===== src/rtl/ping_burst_gen.sv =====
`default_nettype none
// ============================================================================
// Module   : ping_burst_gen
// Purpose  : Serially configured burst/listen sequencer feeding the transducer
//            delay chain. Optional macro ARPAS_CONT_PING_EN enables
//            back-to-back pings while PADORUN is held high.
// Revision : 1.0 - initial release
// ============================================================================
module ping_burst_gen #(
    parameter int HP_W   = 16,
    parameter int CYC_W  = 8,
    parameter int LSN_W  = 8,
    parameter int SYNC_N = 2
) (
    input  logic ISYSCLK,
    input  logic RSTALLD,
    input  logic REGDATA,
    input  logic REGCLKS,
    input  logic AREGSEL,
    input  logic PADORUN,
    output logic FWRWRDD,
    output logic NEXTSIG,
    output logic PNGBUSY
);

    localparam int c_CFG_W = CYC_W + LSN_W;
    localparam int c_CNT_W = HP_W + 1;
    localparam int c_LCN_W = LSN_W + 8;

    localparam int c_BIT_DATA = 0;
    localparam int c_BIT_CLK  = 1;
    localparam int c_BIT_SEL  = 2;
    localparam int c_BIT_PING = 3;

    localparam logic [c_CNT_W-1:0] c_HP_ONE  = c_CNT_W'(1);
    localparam logic [CYC_W-1:0]   c_CYC_ONE = CYC_W'(1);
    localparam logic [c_LCN_W-1:0] c_LSN_ONE = c_LCN_W'(1);

    typedef enum logic [1:0] {
        ST_IDLE   = 2'd0,
        ST_BURST  = 2'd1,
        ST_LISTEN = 2'd2,
        ST_DONE   = 2'd3
    } state_t;

    // ------------------------------------------------------------------
    // Input synchronizers: all four inputs share one chain depth
    // ------------------------------------------------------------------
    logic [3:0] async_in_d;
    logic [3:0] sync_q [SYNC_N];
    logic [3:0] edge_q;
    logic [3:0] sync_last_d;

    assign async_in_d  = {PADORUN, AREGSEL, REGCLKS, REGDATA};
    assign sync_last_d = sync_q[SYNC_N-1];

    always_ff @(posedge ISYSCLK) begin
        if (RSTALLD) begin
            for (int i = 0; i < SYNC_N; i++) begin
                sync_q[i] <= '0;
            end
            edge_q <= '0;
        end else begin
            sync_q[0] <= async_in_d;
            for (int i = 1; i < SYNC_N; i++) begin
                sync_q[i] <= sync_q[i-1];
            end
            edge_q <= sync_last_d;
        end
    end

    logic regclk_rise_d;
    logic regdata_d;
    logic regsel_d;
    logic ping_rise_d;

    // Data and select come from the edge-detect stage, one clock behind the
    // strobe, so they are taken as they stood just before the strobe rose.
    assign regclk_rise_d = sync_last_d[c_BIT_CLK] & ~edge_q[c_BIT_CLK];
    assign regdata_d     = edge_q[c_BIT_DATA];
    assign regsel_d      = edge_q[c_BIT_SEL];
    assign ping_rise_d   = sync_last_d[c_BIT_PING] & ~edge_q[c_BIT_PING];

    // ------------------------------------------------------------------
    // Registers
    // ------------------------------------------------------------------
    state_t             state_q;
    logic [HP_W-1:0]    halfper_q;
    logic [c_CFG_W-1:0] burstcfg_q;
    logic [c_CNT_W-1:0] h_q;
    logic [c_CNT_W-1:0] hp_cnt_q;
    logic [CYC_W-1:0]   cyc_cnt_q;
    logic [c_LCN_W-1:0] lsn_cnt_q;
    logic               fwr_q;
    logic               nextsig_q;
    logic               busy_q;

    // Ping launch values derived from the live configuration
    logic [c_CNT_W-1:0] start_h_d;
    logic [CYC_W-1:0]   start_n_d;
    logic [c_LCN_W-1:0] start_lsn_d;
    state_t             start_state_d;
    logic               start_now_d;

    assign start_h_d   = {1'b0, halfper_q} + c_HP_ONE;
    assign start_n_d   = burstcfg_q[c_CFG_W-1:LSN_W];
    assign start_lsn_d = {burstcfg_q[LSN_W-1:0], 8'h00};

    always_comb begin
        if (start_n_d != '0) begin
            start_state_d = ST_BURST;
        end else if (start_lsn_d != '0) begin
            start_state_d = ST_LISTEN;
        end else begin
            start_state_d = ST_DONE;
        end
    end

    always_comb begin
        start_now_d = (state_q == ST_IDLE) && ping_rise_d;
`ifdef ARPAS_CONT_PING_EN
        if ((state_q == ST_DONE) && sync_last_d[c_BIT_PING]) begin
            start_now_d = 1'b1;
        end
`endif
    end

    // ------------------------------------------------------------------
    // Configuration shift registers and ping sequencer
    // ------------------------------------------------------------------
    always_ff @(posedge ISYSCLK) begin
        if (RSTALLD) begin
            state_q    <= ST_IDLE;
            halfper_q  <= '0;
            burstcfg_q <= '0;
            h_q        <= '0;
            hp_cnt_q   <= '0;
            cyc_cnt_q  <= '0;
            lsn_cnt_q  <= '0;
            fwr_q      <= 1'b0;
            nextsig_q  <= 1'b0;
            busy_q     <= 1'b0;
        end else begin
            if (regclk_rise_d) begin
                if (regsel_d) begin
                    burstcfg_q <= {burstcfg_q[c_CFG_W-2:0], regdata_d};
                end else begin
                    halfper_q <= {halfper_q[HP_W-2:0], regdata_d};
                end
            end

            nextsig_q <= 1'b0;

            if (start_now_d) begin
                state_q   <= start_state_d;
                h_q       <= start_h_d;
                hp_cnt_q  <= start_h_d;
                cyc_cnt_q <= start_n_d;
                lsn_cnt_q <= start_lsn_d;
                fwr_q     <= (start_state_d == ST_BURST);
                nextsig_q <= (start_state_d == ST_DONE);
                busy_q    <= 1'b1;
            end else begin
                case (state_q)
                    ST_BURST: begin
                        if (hp_cnt_q == c_HP_ONE) begin
                            hp_cnt_q <= h_q;
                            if (fwr_q) begin
                                fwr_q <= 1'b0;
                            end else if (cyc_cnt_q == c_CYC_ONE) begin
                                // Listen count was preloaded at launch
                                if (lsn_cnt_q != '0) begin
                                    state_q <= ST_LISTEN;
                                end else begin
                                    state_q   <= ST_DONE;
                                    nextsig_q <= 1'b1;
                                end
                            end else begin
                                cyc_cnt_q <= cyc_cnt_q - c_CYC_ONE;
                                fwr_q     <= 1'b1;
                            end
                        end else begin
                            hp_cnt_q <= hp_cnt_q - c_HP_ONE;
                        end
                    end
                    ST_LISTEN: begin
                        if (lsn_cnt_q == c_LSN_ONE) begin
                            state_q   <= ST_DONE;
                            nextsig_q <= 1'b1;
                        end else begin
                            lsn_cnt_q <= lsn_cnt_q - c_LSN_ONE;
                        end
                    end
                    ST_DONE: begin
                        state_q <= ST_IDLE;
                        busy_q  <= 1'b0;
                    end
                    default: ;
                endcase
            end
        end
    end

    assign FWRWRDD = fwr_q;
    assign NEXTSIG = nextsig_q;
    assign PNGBUSY = busy_q;

endmodule
`default_nettype wire


===== config.mk =====
export PLATFORM = sky130hd
export DESIGN_NAME = ping_burst_gen
export DESIGN_NICKNAME = d
export VERILOG_FILES = /design/src/rtl/ping_burst_gen.sv
export SDC_FILE = /design/constraint.sdc
export NUM_CORES = 1
export LEC_CHECK = 0
export ABC_AREA = 1
export BUFFER_PORTS_ARGS = -buffer_cell sky130_fd_sc_hd__buf_2
export CORE_AREA = 10 10 139 90
export CTS_BUF_LIST = sky130_fd_sc_hd__clkbuf_2
export CTS_CLUSTER_DIAMETER = 120
export DETAILED_ROUTE_END_ITERATION = 16
export DIE_AREA = 0 0 149 100
export PLACE_DENSITY_LB_ADDON = 0.2
export SLEW_MARGIN = 25
export SYNTH_ARGS = -nofsm -noshare
export SYNTH_HDL_FRONTEND = slang
export SYNTH_SLANG_ARGS = --single-unit

===== constraint.sdc =====
create_clock -name ISYSCLK -period 1.66 [get_ports ISYSCLK]
set_clock_uncertainty 0.15 [all_clocks]
set_input_delay 0.498 -clock ISYSCLK [delete_from_list [all_inputs] [get_ports ISYSCLK]]
set_output_delay 0.498 -clock ISYSCLK [all_outputs]
set_load 0.01 [all_outputs]

Word level (Yosys, flattened, before mapping)

Memories as Yosys holds them, arrays and structs flattened.
Index checks and enable logic that the tools add are counted.
Widths: inputs -> output; s select.

Reduce and logical (&&, ||, !) cells: 18
Bitwise operators: 8
Shift operators: 0
Divide/modulo/power cells: 0
$add $sub $neg: 4
$lt $le $gt $ge: 0
Equality and inequality tests: 15
Multiply operators: 0
Muxes and demuxes: 39

Operators by type and width:

| cell                  | number |
|---|---|
| $mux 17               | 3 |
| $mux 16               | 3 |
| $mux 8                | 5 |
| $reduce_bool 16->1    | 2 |
| $mux 1                | 18 |
| $add 16x1->17 const B | 1 |
| $eq 17x1->1 const B   | 1 |
| $sub 17x1->17 const B | 1 |
| $eq 16x1->1 const B   | 1 |
| $sub 16x1->16 const B | 1 |
| $mux 2                | 6 |
| $ne 3x3->1 const B    | 4 |
| $reduce_and 2->1      | 5 |
| $eq 8x1->1 const B    | 1 |
| $mux 4                | 2 |
| $reduce_bool 2->1     | 4 |
| $reduce_bool 8->1     | 1 |
| $sub 8x1->8 const B   | 1 |
| $eq 2x2->1 const B    | 3 |
| $pmux 2 s3            | 1 |
| $reduce_and 5->1      | 1 |
| $eq 2x1->1 const B    | 2 |
| $ne 2x2->1 const B    | 2 |
| $not 1->1             | 4 |
| other kinds (9)       | 11 |

Bits in read-only memories: 0
Input port bits: 6
Register bits: 99
Bits in latches: 0
Output and inout bits: 3
Memories kept: 1
Memory bits (writable): 8
Word-level logic and storage cells: 97

Memories:

| name   | depth | bits a word | rd ports | clocked after Yosys merged registers in | wr ports | line | source |
|---|---|---|---|---|---|---|---|
| sync_q | 2     | 4           | 2        | 0                                       | 2        | 50   | `logic [3:0] sync_q [SYNC_N];` |

Longest topological paths before layout

Gate-level depths: netlist (run 1).

Word-level depth: 7
Depth in mapped cells: 14
Gate-level depth less buffers: 13

Least setup slack after synthesis (run 1)

OpenSTA, ideal clock, no wires.

Path kind: flip-flop to flip-flop
Start point: register state_q[0]
End point: register hp_cnt_q[2]
Slack: -78 ps
Clock period less this slack: 1738 ps
Setup time: 70 ps
Arrival: 1518 ps
Path buffers: 2
Data required time: 1440 ps
Stages on the path, launching flop included: 10
Path through: dfxtp_1 -> inv_1 -> ha_1 -> nand2_1 -> nor2_2 -> inv_2 -> buf_2 -> buf_1 -> o211ai_1 -> a21oi_1

Cells in the longest elaborated chain, start to end: 3
Elaborated cells between the ends (all ways): 5
Classes of those cells: 1 x eq/ne; 1 x mux; 3 x reduce/logical

Ends and longest elaborated chain:

| item                                                | line | source |
|---|---|---|
| from (decl)                                         | 87   | `state_t state_q;` |
| from (signal assigned)                              | 155  | `state_q <= start_state_d;` |
| $logic_not 2->1                                     | 120  | `start_now_d = (state_q == ST_IDLE) && ping_rise_d;` |
| $logic_and 1x1->1                                   | 120  |  |
| $mux 17 / $reduce_bool 2->1 (equally long branches) | --   |  |
| to (signal assigned)                                | 157  | `hp_cnt_q <= start_h_d;` |
| to (signal assigned)                                | 167  | `hp_cnt_q <= h_q;` |
| to (signal assigned)                                | 183  | `hp_cnt_q <= hp_cnt_q - c_HP_ONE;` |
| to (decl)                                           | 91   | `logic [c_CNT_W-1:0] hp_cnt_q;` |

Parallel ways exist; a longest one is shown, timed or not.
A chain may end at the register's enable or synchronous reset.

Final worst setup path (run 1)

Start point: register fwr_q (netlist: FWRWRDD)
End point: output FWRWRDD

RTL lines:

| item                   | line | source |
|---|---|---|
| from (decl)            | 94   | `logic fwr_q;` |
| from (signal assigned) | 160  | `fwr_q <= (start_state_d == ST_BURST);` |
| to (decl)              | 21   | `output logic FWRWRDD,` |

No word-level cell between the ends.

==> metrics.txt, run 1 <==
pwr/cell area 1566 mW/mm^2; pin count of the biggest net entering global routing 33; Chip Height 100 microns; Yosys Warn Count 0; max-slew violations 0; crit-path max FO 4; CTS buffer count 9; RD Place Congestion 0.9195; num rows 29; worst slew pin tran 406.8 ps; Die W 149 microns; first-pass GRT wire length 28.92 mm; H-tree depth 3; Via density 5.681; VDD IR max 0.9164 mV; drt total wl 19.73 mm; Startpoint Class register; CP Buf/Inv Count 1; diodes inserted 0; Seq cells post-synth 107; placed cells 1070; drt initial violations 844; Largest stage delay, worst path 450 ps; crit-path leading delay family flip-flops; fin crit share 113.9%; CTS tree done; crit-path cells buf_6; fmax 0.5289 GHz; Root Buffer clkbuf_2; status complete, but fails checks; Worst path slowest cell dfxtp_4; RSZ-0062 raised after global routing yes; Leak Pwr 3.509 nW; drt wl/cell 17.51 microns; half-perimeter wire length after placement 11.77 mm; Layout Utilization 79.51%; num ports 9; Die Area 0.01490 sq mm; 1st-pass router iterations 5; Remaining DRCs 0; WP data arrival 1240 ps; placed instance area 0.006633 sq mm; antenna viol nets, final 0; worst min path class in2reg; failing checks negative setup slack; Worst-Skew Late Latency 690 ps; Total GRT Usage 23.56%; setup ws final -230.8 ps; clock buffer depth 2; Net Count, Synth 867; number of nets in the layout 1002; layout cells sized above 1 37.65%; IO Port Bufs 8; Crit. End Element output pin; Cell Count, Final, Fillers Out 1127; final setup vio count 57; Hold Vio Cnt, Final 0; Worst EP required 1010 ps; Slew headroom 72.67%; Initial Util 56.48%; post-synthesis cell type with the largest combined area dfxtp_1; clk slew on worst S/H paths 360 ps; grt ovf 0; Sink Count 107; P&R area growth vs syn 40.78%; register area share after synthesis 37.33%; top-area cell type share of the netlist area 37.33%; post-route cell area 0.008078 sq mm; initial antenna violation count 0; min cycle time layout 1891 ps; DR vias 6402; Mapped Area 0.005738 sq mm; vias in the first global route 5783; synth top area cells dfxtp_1 37%, nand2_1 11%, o21ai_0 7.8%; CORE AREA 0.01016 sq mm; maxcap violations 0; Synth Instances 848; Setup Crit Path Kind reg2out; Avg Inst Size Synth 6.767 sq um; Unique masters post-synth 37
## final cells by class
type	count	area, sq um
sequential	107	2176
fill	667	2082
timing repair buffer	157	1400
inverter	117	454.2
tap	139	173.9
clock buffer	9	45.04
multi-input combinational	591	3727
clock inverter	7	101.3
## metrics by stage
| stage | power, mW | hold slack [ps] | setup TNS, ps | setup WS [ps] |
|---|---|---|---|---|
| final | 12.65 | 97.99 | -7230 | -230.8 |
| after global routing | 13.29 | 76.17 | -10730 | -282.1 |
| after CTS | 11.43 | 105.3 | -5623 | -218.5 |
| after detailed placement | 9.153 | 242.3 | -5623 | -268.4 |
| after global placement | 8.972 | 239.5 | -2189 | -146.6 |
| after floorplan | 7.103 | 238.3 | -12.67 | -12.67 |
## timing repair
action | CTS | global route
gates resized for setup | 177 | 118
endpoints found under the setup margin | 60 | 66
cloned | 6 | 0
setup buffers | 21 | 18
hold endpoints to repair | 4 | 0
pin swaps | 52 | 38
hold buffers | 4 | 0
## synth_stat cells (all sizes together)
cell type  number
a21oi          81
a31oi           5
and3            2
buf            17
clkbuf         16
dfxtp         107
ha             13
inv           117
nand2         170
nand3          54
nand3b          4
nand4           8
nor2          115
nor3           15
nor3b           2
o211ai          5
o21ai          95
o22ai           1
or2             3
xnor2           3
xor2           15
## placed cells by master, fill, tap and decap left out, types with 4 or more instances in the layout
master | Yosys | final
a21oi_2 | 2 | 23
ha_1 | 13 | 6
dfxtp_2 | 0 | 21
ha_4 | 0 | 6
inv_2 | 3 | 8
o211ai_1 | 5 | 5
inv_1 | 114 | 104
o21ai_0 | 89 | 56
nand4_1 | 8 | 8
a31oi_1 | 5 | 4
o21ai_1 | 4 | 20
dfxtp_1 | 107 | 84
clkbuf_2 | 0 | 9
nor2_4 | 7 | 20
nand2_2 | 5 | 27
a21oi_1 | 79 | 56
buf_12 | 0 | 5
nor2_1 | 100 | 72
buf_6 | 5 | 27
buf_2 | 10 | 6
dlygate4sd3_1 | 0 | 4
buf_4 | 1 | 110
nor2_2 | 8 | 23
inv_4 | 0 | 4
nand3_1 | 51 | 40
nand2_4 | 4 | 17
nand3_2 | 2 | 11
xor2_1 | 15 | 13
o21ai_2 | 2 | 18
clkinv_8 | 0 | 4
nand2_1 | 161 | 123
nor3_1 | 15 | 12
## flip-flops by register name, indices dropped and copies added, names as in the netlist
signal      cells
edge_q          4
FWRWRDD         1
burstcfg_q     16
hp_cnt_q       17
NEXTSIG         1
h_q            17
halfper_q      16
cyc_cnt_q       8
state_q         2
sync_q          8
PNGBUSY         1
lsn_cnt_q      16
## power by group
group	total, mW	leakage [nW]	internal, mW	switching (mW)
logic	7.88	2.54	3.35	4.53
clock network	1.39	0.0828	0.295	1.10
registers	3.38	0.881	2.99	0.387
total	12.7	3.51	6.64	6.01
## layer usage
| metal | GRT usage, % | wire length (microns) |
|---|---|---|
| met5 | 0 | 0 |
| met4 | 8.490 | 830 |
| met1 | 32.99 | 8033 |
| met3 | 4.897 | 2154 |
| met2 | 34.96 | 8716 |
## cells by family after synthesis
| logic type | synth area share (%) |
|---|---|
| compound gates | 16.92 |
| xor+xnor | 2.748 |
| fa+ha+maj | 2.835 |
| buf+inv | 10.75 |
| flops | 37.33 |
| simple gates | 29.42 |
## final timing paths
check                             startpoint           end  slack (ps)  depth (start not counted)
worst max-delay path                 FWRWRDD       FWRWRDD        -230                          1
worst min-delay path                 RSTALLD  lsn_cnt_q[1]         100                          5
worst max register to register    state_q[1]  cyc_cnt_q[7]        -220                         12
worst min register to register  sync_q[0][0]  sync_q[0][4]         250                          2
Power figures use the tool's default switching activity.
==> run 2: changes to the inputs <==
Settings changed: CELL_PAD_IN_SITES_DETAIL_PLACEMENT set to 0, CELL_PAD_IN_SITES_GLOBAL_PLACEMENT set to 1, CORE_AREA 10 10 139 90 to 10 10 102 149, DIE_AREA 0 0 149 100 to 0 0 112 159.
Clock period 1.66 ns to 2.1 ns, I/O delays scaled along.
==> run 2 against run 1 <==
  * The run now ends clean
  * Die area grew 20%
  * Global-route usage is 6.9 points lower
  * Total power decreased by 40%
  * Critical path depth is the same
  * Sequential cell count did not move
  * Clock power fell by 18%
  * Cell count fell by 9.7%
  * Combinational power down 52%
  * Clock-buffer cell count stayed put
  * Utilization fell by 30 points
  * Wire length shrank 24%
  * Critical path type unchanged
  * Largest power group unchanged
==> metrics.txt, run 2 (synthesis gave the netlist of run 1 again) <==
sequential cell area 0.002150 sq mm (-1.2%); Layout Utilization 49.50% (-30 points); half-perimeter wire length after placement 11.24 mm (-4.6%); drt total wl 14.90 mm (-24%); Hold Vio Cnt, Final 0 (unchanged); Initial Util 46.09% (-10 points); max-slew violations 0 (unchanged); VDD IR max 0.6069 mV (-34%); Slew headroom 70.44% (-2.2 points); CP Buf/Inv Count 1 (unchanged); fmax 0.5036 GHz; Chip Height 159 microns (+59%); Root Buffer clkbuf_2; most common cell after layout, fill and taps aside nand2_1; Startpoint Class register; Worst EP required 1320 ps (+310 ps); Crit. End Element output pin; Total GRT Usage 16.64% (-6.9 points); RD Place Congestion 0.8393 (-8.7%); CORE AREA 0.01245 sq mm (+23%); pwr/cell area 1228 mW/mm^2 (-22%); P&R area growth vs syn 7.392%; Die W 112 microns (-25%); status completed; most frequent cells in the layout 161 x nand2_1, 113 x inv_1, 103 x dfxtp_1, 100 x nor2_1, 89 x o21ai_0; total power 7.570 mW (-40%); WP data arrival 1210 ps (-30 ps); Via density 5.194 (-8.6%); Largest stage delay, worst path 450 ps (about the same); worst min path class in2reg; Setup Crit Path Kind reg2out; clk slew on worst S/H paths 320 ps (-40 ps); Leak Pwr 2.642 nW (-25%); crit-path leading delay family flip-flops; clock buffer depth 2 (unchanged); drt wl/cell 14.64 microns (-16%); first-pass GRT wire length 24.90 mm (-14%); RSZ-0062 raised after global routing yes; Worst path slowest cell dfxtp_4; fin crit share 94.55%; maxcap violations 0 (unchanged); min cycle time layout 1986 ps; Die Area 0.01781 sq mm (+20%); biggest regs h_q (17), hp_cnt_q (17); num rows 50 (+72%); final setup vio count 0 (-100%); pin count of the biggest net entering global routing 34 (+3.0%); H-tree depth 3 (unchanged); worst slew pin tran 440.0 ps (+33.15 ps); grt ovf 0 (unchanged); initial antenna violation count 1 (+1); Sink Count 107 (unchanged); 1st-pass router iterations 5 (unchanged); CTS buffer count 9 (unchanged); Remaining DRCs 0 (unchanged); DR vias 5287 (-17%); FILL cells 1309 (+96%); CTS tree done; number of nets in the layout 875 (-13%); num ports 9 (unchanged); drt initial violations 314 (-63%); vias in the first global route 5137 (-11%); IO Port Bufs 8 (unchanged); Worst-Skew Late Latency 620 ps (-70 ps); crit-path max FO 4 (unchanged); antenna viol nets, final 0 (unchanged); area of the multi-input gates 0.003003 sq mm (-19%); layout cells sized above 1 10.34% (-27 points); crit-path cells buf_2
## run 2: cell count changes in the layout (fill, tap and decap cells not counted), sizes merged
cell,delta
inv,-2
buf,-124
bufinv,+2
clkinvlp,+1
dlygate4sd3,-3
diode,+1
clkinv,-1
## run 2: area by class of cell
type / instances / area share [%]
flip-flops and latches: 107 / 34.88
well taps: 156 / 3.168
inverters: 117 / 7.168
repair buffers: 30 / 3.635
clock buffers: 9 / 0.7310
clock inverters: 7 / 1.645
diodes: 1 / 0.04061
multi-input cells: 591 / 48.73
## run 2: repair_timing
item,in CTS,in global routing
buffers inserted,0,2
hold buffers,1,0
pin swaps,0,1
endpoints found under the hold margin,1,0
setup endpoints to repair,1,18
resized for setup,1,11
## run 2: final timing paths
check	startpoint	cells after the start	slack [ps]	endpoint
max	FWRWRDD	1	110	FWRWRDD
min	PADORUN	3	50	sync_q[0][3]
max reg2reg	state_q[1]	8	140	NEXTSIG
min reg2reg	sync_q[0][6]	2	260	edge_q[2]
## run 2: metal layers
| metal | wire, microns | vias to the layer above | GRT usage [%] |
|---|---|---|---|
| li1 | - | 2738 | - |
| met1 | 6020 | 2453 | 17.96 |
| met2 | 8178 | 74 | 31.46 |
| met3 | 397 | 22 | 1.921 |
| met4 | 302 | 0 | 6.829 |
| met5 | 0 | - | 0 |
## run 2: metrics by stage
stage / setup slack (ps) / instance area [sq um] / instances / hold slack [ps] / setup TNS [ps]
after floorplan: 362.1 / 5738 / 848 / 238.3 / 0
after global placement: 134.1 / 5951 / 998 / 251.7 / 0
after detailed placement: 99.43 / 5951 / 998 / 252.9 / 0
after CTS: 24.19 / 6108 / 1015 / 8.619 / 0
after global routing: -30.75 / 6162 / 1018 / 7.074 / -92.89
final: 114.5 / 6162 / 1018 / 51.94 / 0
## run 2: worst reg2reg max path, stage by stage (launching register included)
cell and delay (ps):
dfxtp_1 390, inv_1 120, ha_1 170, nand2_1 90
nor2_4 150, buf_6 190, nand3_1 180, or2_2 320
a21oi_1 170
## run 2: power by group
| group | leakage, nW | total [mW] | switching [mW] | internal, mW |
|---|---|---|---|---|
| Clock | 0.0840 | 1.14 | 0.731 | 0.405 |
| Combinational | 1.69 | 3.77 | 2.37 | 1.40 |
| Sequential | 0.873 | 2.66 | 0.329 | 2.33 |
| Total | 2.64 | 7.57 | 3.43 | 4.14 |
